[src/rtl/keypad_scanner.sv]
// 4x4 hex keypad scanner: strobes columns, samples synchronized rows once per
// column slot, and debounces whole-scan results into press/release events.
module keypad_scanner #(
  parameter int SCAN_DIV       = 25000,
  parameter int DEBOUNCE_SCANS = 10
) (
  input  logic       clk,
  input  logic       reset,
  input  logic [3:0] row,
  output logic [3:0] col,
  output logic [3:0] key_code,
  output logic       key_valid,
  output logic       key_held
);

  localparam int            SW        = $clog2(SCAN_DIV);
  localparam logic [SW-1:0] SLOT_LAST = SW'(SCAN_DIV - 1);
  localparam logic [7:0]    DEB_N     = 8'(DEBOUNCE_SCANS);

  typedef enum logic [1:0] {IDLE, DEB_PRESS, PRESSED, DEB_RELEASE} state_t;

  logic [3:0]    row_meta_q, row_sync_q;
  logic [SW-1:0] slot_q, slot_d;
  logic [1:0]    col_idx_q, col_idx_d;
  logic [3:0]    col_q;
  logic [11:0]   hits_q;
  state_t        state_q;
  logic [7:0]    cnt_q;
  logic [3:0]    cand_q;
  logic [3:0]    key_code_q;
  logic          key_valid_q, key_held_q;

  logic          sample_s, scan_end_s;
  logic [15:0]   scan_s;
  logic          none_s, single_s, match_s;
  logic [3:0]    key_s;

  // Bit index is {column, row}; returns the printed label of that key.
  function automatic logic [3:0] key_map(input logic [3:0] idx);
    case (idx)
      4'd0:    key_map = 4'h1;
      4'd1:    key_map = 4'h4;
      4'd2:    key_map = 4'h7;
      4'd3:    key_map = 4'h0;
      4'd4:    key_map = 4'h2;
      4'd5:    key_map = 4'h5;
      4'd6:    key_map = 4'h8;
      4'd7:    key_map = 4'hF;
      4'd8:    key_map = 4'h3;
      4'd9:    key_map = 4'h6;
      4'd10:   key_map = 4'h9;
      4'd11:   key_map = 4'hE;
      4'd12:   key_map = 4'hA;
      4'd13:   key_map = 4'hB;
      4'd14:   key_map = 4'hC;
      default: key_map = 4'hD;
    endcase
  endfunction

  assign sample_s   = (slot_q == SLOT_LAST);
  assign scan_end_s = sample_s && (col_idx_q == 2'd3);
  // Column 3 is classified straight from the synchronizer, without storing it first.
  assign scan_s     = {~row_sync_q, hits_q};
  assign none_s     = (scan_s == 16'h0000);
  assign single_s   = !none_s && ((scan_s & (scan_s - 16'd1)) == 16'h0000);
  assign match_s    = single_s && (key_s == cand_q);

  always_comb begin
    key_s = 4'h0;
    for (int i = 0; i < 16; i++) begin
      if (scan_s[i]) key_s = key_map(4'(i));
    end
  end

  always_comb begin
    if (sample_s) begin
      slot_d    = '0;
      col_idx_d = col_idx_q + 2'd1;
    end else begin
      slot_d    = slot_q + SW'(1);
      col_idx_d = col_idx_q;
    end
  end

  always_ff @(posedge clk or posedge reset) begin
    if (reset) begin
      row_meta_q <= 4'hF;
      row_sync_q <= 4'hF;
      slot_q     <= '0;
      col_idx_q  <= 2'd0;
      col_q      <= 4'b1110;
      hits_q     <= 12'h000;
    end else begin
      row_meta_q <= row;
      row_sync_q <= row_meta_q;
      slot_q     <= slot_d;
      col_idx_q  <= col_idx_d;
      col_q      <= ~(4'b0001 << col_idx_d);
      if (sample_s) begin
        case (col_idx_q)
          2'd0:    hits_q[3:0]  <= ~row_sync_q;
          2'd1:    hits_q[7:4]  <= ~row_sync_q;
          2'd2:    hits_q[11:8] <= ~row_sync_q;
          default: hits_q       <= hits_q;
        endcase
      end
    end
  end

  always_ff @(posedge clk or posedge reset) begin
    if (reset) begin
      state_q     <= IDLE;
      cnt_q       <= 8'd0;
      cand_q      <= 4'h0;
      key_code_q  <= 4'h0;
      key_valid_q <= 1'b0;
      key_held_q  <= 1'b0;
    end else begin
      key_valid_q <= 1'b0;
      if (scan_end_s) begin
        case (state_q)
          IDLE: begin
            if (single_s) begin
              state_q <= DEB_PRESS;
              cand_q  <= key_s;
              cnt_q   <= 8'd1;
            end
          end
          DEB_PRESS: begin
            if (match_s) begin
              if (cnt_q + 8'd1 == DEB_N) begin
                state_q     <= PRESSED;
                key_code_q  <= cand_q;
                key_valid_q <= 1'b1;
                key_held_q  <= 1'b1;
                cnt_q       <= 8'd0;
              end else begin
                cnt_q <= cnt_q + 8'd1;
              end
            end else begin
              state_q <= IDLE;
              cnt_q   <= 8'd0;
            end
          end
          PRESSED: begin
            if (!match_s) begin
              state_q <= DEB_RELEASE;
              cnt_q   <= 8'd1;
            end
          end
          default: begin
            if (none_s) begin
              if (cnt_q + 8'd1 == DEB_N) begin
                state_q    <= IDLE;
                key_held_q <= 1'b0;
                cnt_q      <= 8'd0;
              end else begin
                cnt_q <= cnt_q + 8'd1;
              end
            end else if (match_s) begin
              state_q <= PRESSED;
              cnt_q   <= 8'd0;
            end else begin
              cnt_q <= 8'd0;
            end
          end
        endcase
      end
    end
  end

  assign col       = col_q;
  assign key_code  = key_code_q;
  assign key_valid = key_valid_q;
  assign key_held  = key_held_q;

endmodule

[config.mk]
export PLATFORM = sky130hd
export DESIGN_NAME = keypad_scanner
export DESIGN_NICKNAME = d
export VERILOG_FILES = /design/src/rtl/keypad_scanner.sv
export SDC_FILE = /design/constraint.sdc
export NUM_CORES = 1
export LEC_CHECK = 0
export ABC_CLOCK_PERIOD_IN_PS = 2600
export BUFFER_PORTS_ARGS = -buffer_cell sky130_fd_sc_hd__clkbuf_2
export CAP_MARGIN = 10
export CELL_PAD_IN_SITES_DETAIL_PLACEMENT = 1
export CELL_PAD_IN_SITES_GLOBAL_PLACEMENT = 1
export CORE_MARGIN = 2
export CORE_UTILIZATION = 46
export CTS_BUF_LIST = sky130_fd_sc_hd__clkbuf_2 sky130_fd_sc_hd__clkbuf_4 sky130_fd_sc_hd__clkbuf_8
export CTS_CLUSTER_DIAMETER = 30
export CTS_CLUSTER_SIZE = 8
export DETAILED_ROUTE_END_ITERATION = 12
export PLACE_DENSITY = 0.81
export SLEW_MARGIN = 20
export SYNTH_ARGS = -nofsm -noshare
export SYNTH_HDL_FRONTEND = slang
export SYNTH_SLANG_ARGS = --single-unit
export TNS_END_PERCENT = 1
[constraint.sdc]
create_clock -name clk -period 2.6 [get_ports clk]
set_input_delay 0.52 -clock clk [delete_from_list [all_inputs] [get_ports clk]]
set_output_delay 0.52 -clock clk [all_outputs]
set_load 0.005 [all_outputs]
==> Flow_metrics.wiki, run 1 <==
{| class="wikitable"
! Metric !! Value
|-
| Run status || finished, violations left
|-
| Failing checks || negative setup slack
|-
| Area of the multi-input gates || 0.001836 mm^2
|-
| Smallest setup slack after layout || -323.6 ps
|-
| Finished Cell Area || 0.004253 mm^2
|-
| Max-slew violation count || 0
|-
| Overall Power || 2.022 mW
|-
| Arrival time reported for the critical path endpoint || 3160 ps
|-
| Flip-flop cell with the highest count after synthesis || sky130_fd_sc_hd__dfrtp_1
|-
| Clock insertion delay at the later pin of the skew report || 350 ps
|-
| Vias in the first global route || between 3,000 and 4,000
|-
| Ys Warns || 0
|-
| Flip-flop and latch count after synthesis || 61
|-
| Height of the chip || around 90 um
|-
| Number of synthesized flops with an enable pin || 0
|-
| Proportion of layout cells with a drive suffix above 1 || 0.3114
|-
| Hold Path Class || in -> async
|-
| Pin count of the biggest net entering global routing || 27
|-
| CTS H-tree lvls || 3
|-
| Top area cells in the synthesized netlist || sky130_fd_sc_hd__dfrtp_1, sky130_fd_sc_hd__dfstp_2, sky130_fd_sc_hd__ha_1
|-
| Max Cap Violations || 0
|-
| Number of sinks driven by the clock tree || 61
|-
| Final Core Density || 0.5863
|-
| FFs w/ async S/R, synth || 1.000
|-
| Distinct cells, synth || 67
|-
| Slack of the worst reg-to-reg path || -320 ps
|-
| Count of endpoints failing setup in the final report || 17
|-
| Post-synthesis cell type with the largest combined area || sky130_fd_sc_hd__dfrtp_1
|-
| Net count of the finished layout || 423
|-
| I/O pin count || 16
|-
| Critical path fanouts, max || 4
|-
| Pwr/cell area || 475.5 mW/mm^2
|-
| Setup Crit Path Kind || reg -> reg
|-
| Sequential area share after synthesis || 0.4488
|-
| Total congestion overflow || 0
|-
| Filler Cell Count || just over 800
|-
| Critical Path RT || approximately 2800 ps
|-
| Static Leak || 1.910 nW
|-
| Area Overhead vs Synth || 23.92%
|-
| Commonest cells in the netlist || sky130_fd_sc_hd__dfrtp_1, sky130_fd_sc_hd__nor2_1, sky130_fd_sc_hd__nand2_1
|-
| Post-placement worst setup slack || -201.6 ps
|-
| Post-Syn Nets || approximately 360
|-
| Total number of vias || 2,868
|-
| Transition at the pin with the smallest max-transition slack || 508.3 ps
|-
| Number of buffers inserted during clock tree synthesis || 9
|-
| Fin Clk Skew || approximately 8.1 ps
|-
| Synthesized area per cell || 10.15 um^2
|-
| Period utilisation layout || 1.124
|-
| Antenna diodes || 0
|-
| Final routed wire length divided by cell count || 18.29 um
|-
| Number of cells produced by synthesis || between 300 and 400
|-
| Clock root buffer || sky130_fd_sc_hd__clkbuf_8
|-
| Post-synth top area share || 0.3646
|-
| First drt pass iteration count || 4
|-
| Core region area || 0.007253 mm^2
|-
| Max stage delay cell, worst path || sky130_fd_sc_hd__dfrtp_1
|-
| Post-route ant nets || 0
|-
| Residual DRC || 0
|-
| Die width || roughly 90 um
|-
| Final Hold Slack || 170.7 ps
|-
| Hold violation count in the final report || 0
|-
| DR vias/cell || 5.624
|-
| Peak clock frequency supported by timing || 342.0 MHz
|-
| Cell with the most instances after synthesis || sky130_fd_sc_hd__dfrtp_1
|-
| GP Congestion || 0.8356
|-
| Worst R2R End || state_q[0]$_DFFE_PP0P_
|-
| Longest Clk Path Bufs || 2
|-
| Count of hold buffers inserted by post-cts repair || 0
|-
| Std-Cell Rows || 31
|-
| Worst vdd ir || 0.3229 mV
|-
| Shortest period the worst path allows || between 2000 and 3000 ps
|-
| Wire length of the first global-routing pass || 15.22 mm
|-
| Relative slew margins || 0.6606
|-
| PortBufs || 15
|-
| All-layer global routing usage || 0.2329
|-
| Worst r2r src || hits_q[1]$_DFFE_PP0P_
|-
| Area after detailed placement || 0.003884 mm^2
|-
| Cell area after synthesis || between 0.003 and 0.004 mm^2
|-
| Final HPWL from detailed placement || ~6.5 mm
|-
| Drt total wl || 9.329 mm
|-
| Starting Density || 0.4732
|-
| Number of cell instances on the worst register-to-register path || 10
|-
| Iteration-0 DRC count of the detailed router || 148
|-
| Setup repair after global routing missed its margin || true
|-
| Cell Chain, Critical Path || buf_4 > buf_4 > and2b_2 > o21ai_0 > nand2_1 > a311oi_4 > and3b_4 > a311oi_4 > o221ai_2 > mux2_1
|-
| Clock-pin slew on the worst setup and hold paths || 80 ps
|-
| Kind of end point of the critical path || flop
|-
| Sequential Area || 0.001541 mm^2
|-
| CP Launch Type || flop
|-
| Clock tree from TritonCTS || yes
|-
| Initial antenna violation count || 0
|-
| Die outline area || ~0.0082 mm^2
|-
| Max stage delay on crit path || 400 ps
|}
worst max-delay path by stage:
stage	cells past startpoint	to	start
4_1_cts	9	key_code[3]$_DFFE_PP0P_	hits_q[0]$_DFFE_PP0P_
6_report	10	state_q[0]$_DFFE_PP0P_	hits_q[1]$_DFFE_PP0P_
2_1_floorplan	9	state_q[0]$_DFFE_PP0P_	hits_q[0]$_DFFE_PP0P_
3_3_place_gp	8	state_q[0]$_DFFE_PP0P_	hits_q[4]$_DFFE_PP0P_
3_5_place_dp	7	key_code[3]$_DFFE_PP0P_	hits_q[4]$_DFFE_PP0P_
5_1_grt	10	state_q[0]$_DFFE_PP0P_	hits_q[1]$_DFFE_PP0P_
layout make-up:
class / count / area share
multi-input cells: 250 / 0.4316
clock inverters: 7 / 0.02324
repair buffers: 63 / 0.1059
inverters: 21 / 0.01853
clock buffers: 9 / 0.02913
well taps: 99 / 0.02913
flip-flops and latches: 61 / 0.3625
state kept, by name, summed over array words and instances, names as in the netlist, 4 cells and up:
name / count
row_sync_q: 4
row_meta_q: 4
cnt_q: 8
key_code: 4
slot_q: 15
hits_q: 12
col: 4
cand_q: 4
critical path, delay by kind of cell, from the launching register on:
kind                   cells  cell delay (ps)
AOI/OAI and AO/OA          4             1210
and+or+nand+nor            3              660
DFF                        1              400
muxes                      1              330
buffers and inverters      2              220
power breakdown:
group          switching (mW)  internal (mW)  total (mW)  leakage [nW]
registers             0.00582          0.960       0.966         0.798
logic                  0.0613         0.0378      0.0992          1.00
clock network           0.413          0.544       0.957         0.110
cells by family after synthesis:
logic type | share of synthesized area
buf+inv | 0.03646
compound gates | 0.1703
flops | 0.4488
simple gates | 0.2140
xor+xnor | 0.04083
fa+ha+maj | 0.04010
mux | 0.04958
layout by cell type, fill, tap and decap left out, types with 5 or more instances in the layout:
cell / instances
sky130_fd_sc_hd__clkbuf_2: 15
sky130_fd_sc_hd__nand2_1: 32
sky130_fd_sc_hd__mux2i_1: 8
sky130_fd_sc_hd__dfstp_2: 11
sky130_fd_sc_hd__nand2b_1: 5
sky130_fd_sc_hd__a21oi_1: 10
sky130_fd_sc_hd__dfrtp_1: 49
sky130_fd_sc_hd__ha_1: 11
sky130_fd_sc_hd__nand4_1: 7
sky130_fd_sc_hd__inv_1: 20
sky130_fd_sc_hd__xor2_1: 7
sky130_fd_sc_hd__xnor2_1: 9
sky130_fd_sc_hd__o21a_1: 5
sky130_fd_sc_hd__buf_4: 44
sky130_fd_sc_hd__clkbuf_8: 9
sky130_fd_sc_hd__nand3_1: 14
sky130_fd_sc_hd__nor3_1: 7
sky130_fd_sc_hd__nor2_1: 34
sky130_fd_sc_hd__o21ai_0: 19
stage by stage:
step / TNS [ps] / instances
floorplan: -45.47 / 338
global placement: -1418 / 485
detailed placement: -2138 / 485
CTS: -1814 / 502
global route: -6413 / 510
finish: -3922 / 510
per-layer routing:
metal,vias up,share of wire,track usage
li1,1350,-,-
met1,1445,0.42,0.2800
met2,55,0.53,0.4129
met3,18,0.033,0.04674
met4,0,0.017,0.08590
met5,-,0,0
timing repair:
action | in CTS | in global routing
pin swaps | 2 | 8
endpoints found under the setup margin | 17 | 18
gates resized for setup | 3 | 15
buffers inserted | 1 | 8
No activity file was read; power rests on OpenSTA's default activity.
==> run 2: changes to the inputs <==
--- a/config.mk
+++ b/config.mk
@@ -16,7 +16,7 @@
 export CTS_CLUSTER_DIAMETER = 30
 export CTS_CLUSTER_SIZE = 8
 export DETAILED_ROUTE_END_ITERATION = 12
-export PLACE_DENSITY = 0.81
+export PLACE_DENSITY = 0.79
 export SLEW_MARGIN = 20
 export SYNTH_ARGS = -nofsm -noshare
 export SYNTH_HDL_FRONTEND = slang
==> Flow_metrics.wiki, run 2 (synthesis results as in run 1) <==
{| class="wikitable"
! Metric !! Value
|-
| Run status || finished, violations left
|-
| Failing checks || negative setup slack
|-
| Clock tree from TritonCTS || yes
|-
| Met2 usage in global routing || 0.4029 (-0.01003)
|-
| Arrival time reported for the critical path endpoint || 3170 ps (about the same)
|-
| Total number of vias || 2,879 (+0.38%)
|-
| Number of sinks driven by the clock tree || 61 (unchanged)
|-
| Clock root buffer || sky130_fd_sc_hd__clkbuf_8
|-
| Clock-pin slew on the worst setup and hold paths || 80 ps (about the same)
|-
| Clock insertion delay at the later pin of the skew report || 360 ps (about the same)
|-
| First drt pass iteration count || 4 (unchanged)
|-
| Final HPWL from detailed placement || 6.554 mm (+0.94%)
|-
| Vias in the first global route || 3,069 (-3.3%)
|-
| Longest Clk Path Bufs || 2 (unchanged)
|-
| Relative slew margins || 0.5790 (-0.08163)
|-
| Drt total wl || 9.544 mm (+2.3%)
|-
| GR met1 Demand/Resource || 0.2853 (+0.005351)
|-
| Final Core Density || 0.5910 (+0.004657)
|-
| PortBufs || 15 (unchanged)
|-
| GP Congestion || 0.8812 (+5.5%)
|-
| Initial antenna violation count || 0 (unchanged)
|-
| Std-Cell Rows || 31 (unchanged)
|-
| Post-route ant nets || 0 (unchanged)
|-
| CP Launch Type || flop
|-
| Max-slew violation count || 0 (unchanged)
|-
| Max Cap Violations || 0 (unchanged)
|-
| DR vias/cell || 5.623 (about the same)
|-
| Iteration-0 DRC count of the detailed router || 100 (-32%)
|-
| Residual DRC || 0 (unchanged)
|-
| Period utilisation layout || 1.128 (+0.003088)
|-
| Area Overhead vs Synth || 24.90%
|-
| Die width || 90.38 um (unchanged)
|-
| Static Leak || 1.916 nW (+0.29%)
|-
| Critical path fanouts, max || 6 (+2)
|-
| Smallest setup slack after layout || -331.6 ps (-8.028 ps)
|-
| Met3 usage || 0.04007 (-0.006678)
|-
| Total congestion overflow || 0 (unchanged)
|-
| Proportion of layout cells with a drive suffix above 1 || 0.3269 (+0.01544)
|-
| Starting Density || 0.4732 (unchanged)
|-
| Height of the chip || 90.38 um (unchanged)
|-
| Setup repair after global routing missed its margin || true
|-
| Worst vdd ir || 0.2897 mV (-10%)
|-
| Net count of the finished layout || 425 (+0.47%)
|-
| Die outline area || 0.008168 mm^2 (unchanged)
|-
| Count of endpoints failing setup in the final report || 15 (-2)
|-
| Final routed wire length divided by cell count || 18.64 um (+1.9%)
|-
| Busiest metal layer after global routing || met2
|-
| Hold violation count in the final report || 0 (unchanged)
|-
| Post-placement worst setup slack || -175.4 ps (+26.21 ps)
|-
| Peak clock frequency supported by timing || 341.1 MHz (-0.27%)
|-
| Commonest cells after routing, fill and taps aside || sky130_fd_sc_hd__dfrtp_1, sky130_fd_sc_hd__buf_4, sky130_fd_sc_hd__nor2_1, sky130_fd_sc_hd__nand2_1, sky130_fd_sc_hd__inv_1
|-
| Core region area || 0.007253 mm^2 (unchanged)
|-
| Number of buffers inserted during clock tree synthesis || 9 (unchanged)
|-
| Largest Register || slot_q
|-
| Critical Path RT || 2840 ps (about the same)
|-
| Pin count of the biggest net entering global routing || 36 (+33%)
|-
| Kind of end point of the critical path || flop
|-
| CTS H-tree lvls || 3 (unchanged)
|-
| Wire length of the first global-routing pass || 15.10 mm (-0.81%)
|-
| I/O pin count || 16 (unchanged)
|-
| Filler Cell Count || 843 (+2.9%)
|-
| Antenna diodes || 0 (unchanged)
|-
| Setup Crit Path Kind || reg -> reg
|-
| Fin Clk Skew || 9.021 ps (+0.9203 ps)
|-
| Hold Path Class || in -> async
|-
| Pwr/cell area || 434.9 mW/mm^2 (-8.5%)
|-
| Largest register FFs || 15 (unchanged)
|-
| All-layer global routing usage || 0.2328 (about the same)
|-
| Count of hold buffers inserted by post-cts repair || 0 (unchanged)
|-
| Biggest registers after layout || slot_q: 15 flops, hits_q: 12 flops, cnt_q: 8 flops
|-
| Shortest period the worst path allows || 2932 ps (+8.028 ps)
|-
| Most frequent standard cell in the layout excluding fill and tap cells || sky130_fd_sc_hd__dfrtp_1
|-
| Transition at the pin with the smallest max-transition slack || 630.6 ps (+122.3 ps)
|}
==> run 2: cell types whose count changed in the layout (fill, tap and decap cells not counted), sizes merged <==
cell      delta
bufinv       -2
clkinv       -2
clkbuf       +1
clkinvlp     +3
buf          +2
==> run 2: metal layers <==
layer | vias up | part of all wire
met2 | 48 | 0.52
met1 | 1461 | 0.43
li1 | 1349 | -
met4 | 0 | 0.029
met5 | - | 0
met3 | 21 | 0.021
==> run 2: per-stage QoR <==
step | hold WS [ps] | instances | cell area, um^2 | setup TNS (ps) | power, mW
after floorplan | 345.2 | 338 | 3433 | -45.47 | 1.040
after global placement | 345.7 | 488 | 3919 | -763.4 | 1.075
after detailed placement | 347.8 | 488 | 3919 | -1959 | 1.079
after CTS | 225.0 | 505 | 4160 | -2236 | 1.874
after global routing | 239.7 | 512 | 4287 | -4785 | 1.928
final | 225.8 | 512 | 4287 | -4032 | 1.864
==> run 2: worst paths after layout <==
check / cells past startpoint / startpoint / slack (ps) / endpoint
worst max register to register: 10 / hits_q[9]$_DFFE_PP0P_ / -330 / cnt_q[5]$_DFFE_PP0P_
worst min register to register: 0 / row_meta_q[2]$_DFF_PP1_ / 360 / row_sync_q[2]$_DFF_PP1_
worst max-delay path: 10 / hits_q[9]$_DFFE_PP0P_ / -330 / cnt_q[5]$_DFFE_PP0P_
worst min-delay path: 2 / reset / 230 / slot_q[12]$_DFF_PP0_
min in group clk: 1 / row[0] / 240 / row_meta_q[0]$_DFF_PP1_
max in group asynchronous: 3 / reset / 1710 / row_meta_q[1]$_DFF_PP1_
==> run 2: layout make-up <==
class,count,area (um^2),area share
multi-input combinational,250,1883,0.4393
sequential,61,1541,0.3596
timing repair buffer,65,474.2,0.1106
clock buffer,10,137.6,0.03211
tap,99,123.9,0.02890
inverter,21,78.83,0.01839
clock inverter,6,47.55,0.01109
==> run 2: critical path, stage by stage, from the launching register on <==
cell	delay [ps]
sky130_fd_sc_hd__dfrtp_1	480
sky130_fd_sc_hd__nor4_1	460
sky130_fd_sc_hd__o21ai_1	210
sky130_fd_sc_hd__a32o_1	320
sky130_fd_sc_hd__a311oi_4	250
sky130_fd_sc_hd__and3b_4	280
sky130_fd_sc_hd__a311oi_4	300
sky130_fd_sc_hd__buf_4	190
sky130_fd_sc_hd__buf_4	140
sky130_fd_sc_hd__o21a_1	120
sky130_fd_sc_hd__mux2i_1	70
==> run 2: report_power, final <==
part           switching (mW)  total [mW]  internal, mW
clock network           0.414       0.789         0.375
logic                  0.0661       0.109        0.0432
registers             0.00590       0.966         0.960
total                   0.486        1.86          1.38
==> run 2: timing repair <==
action,in CTS,in global routing
buffers inserted,1,7
pin swaps,2,9
gates resized for setup,8,18
setup endpoints to repair,17,19
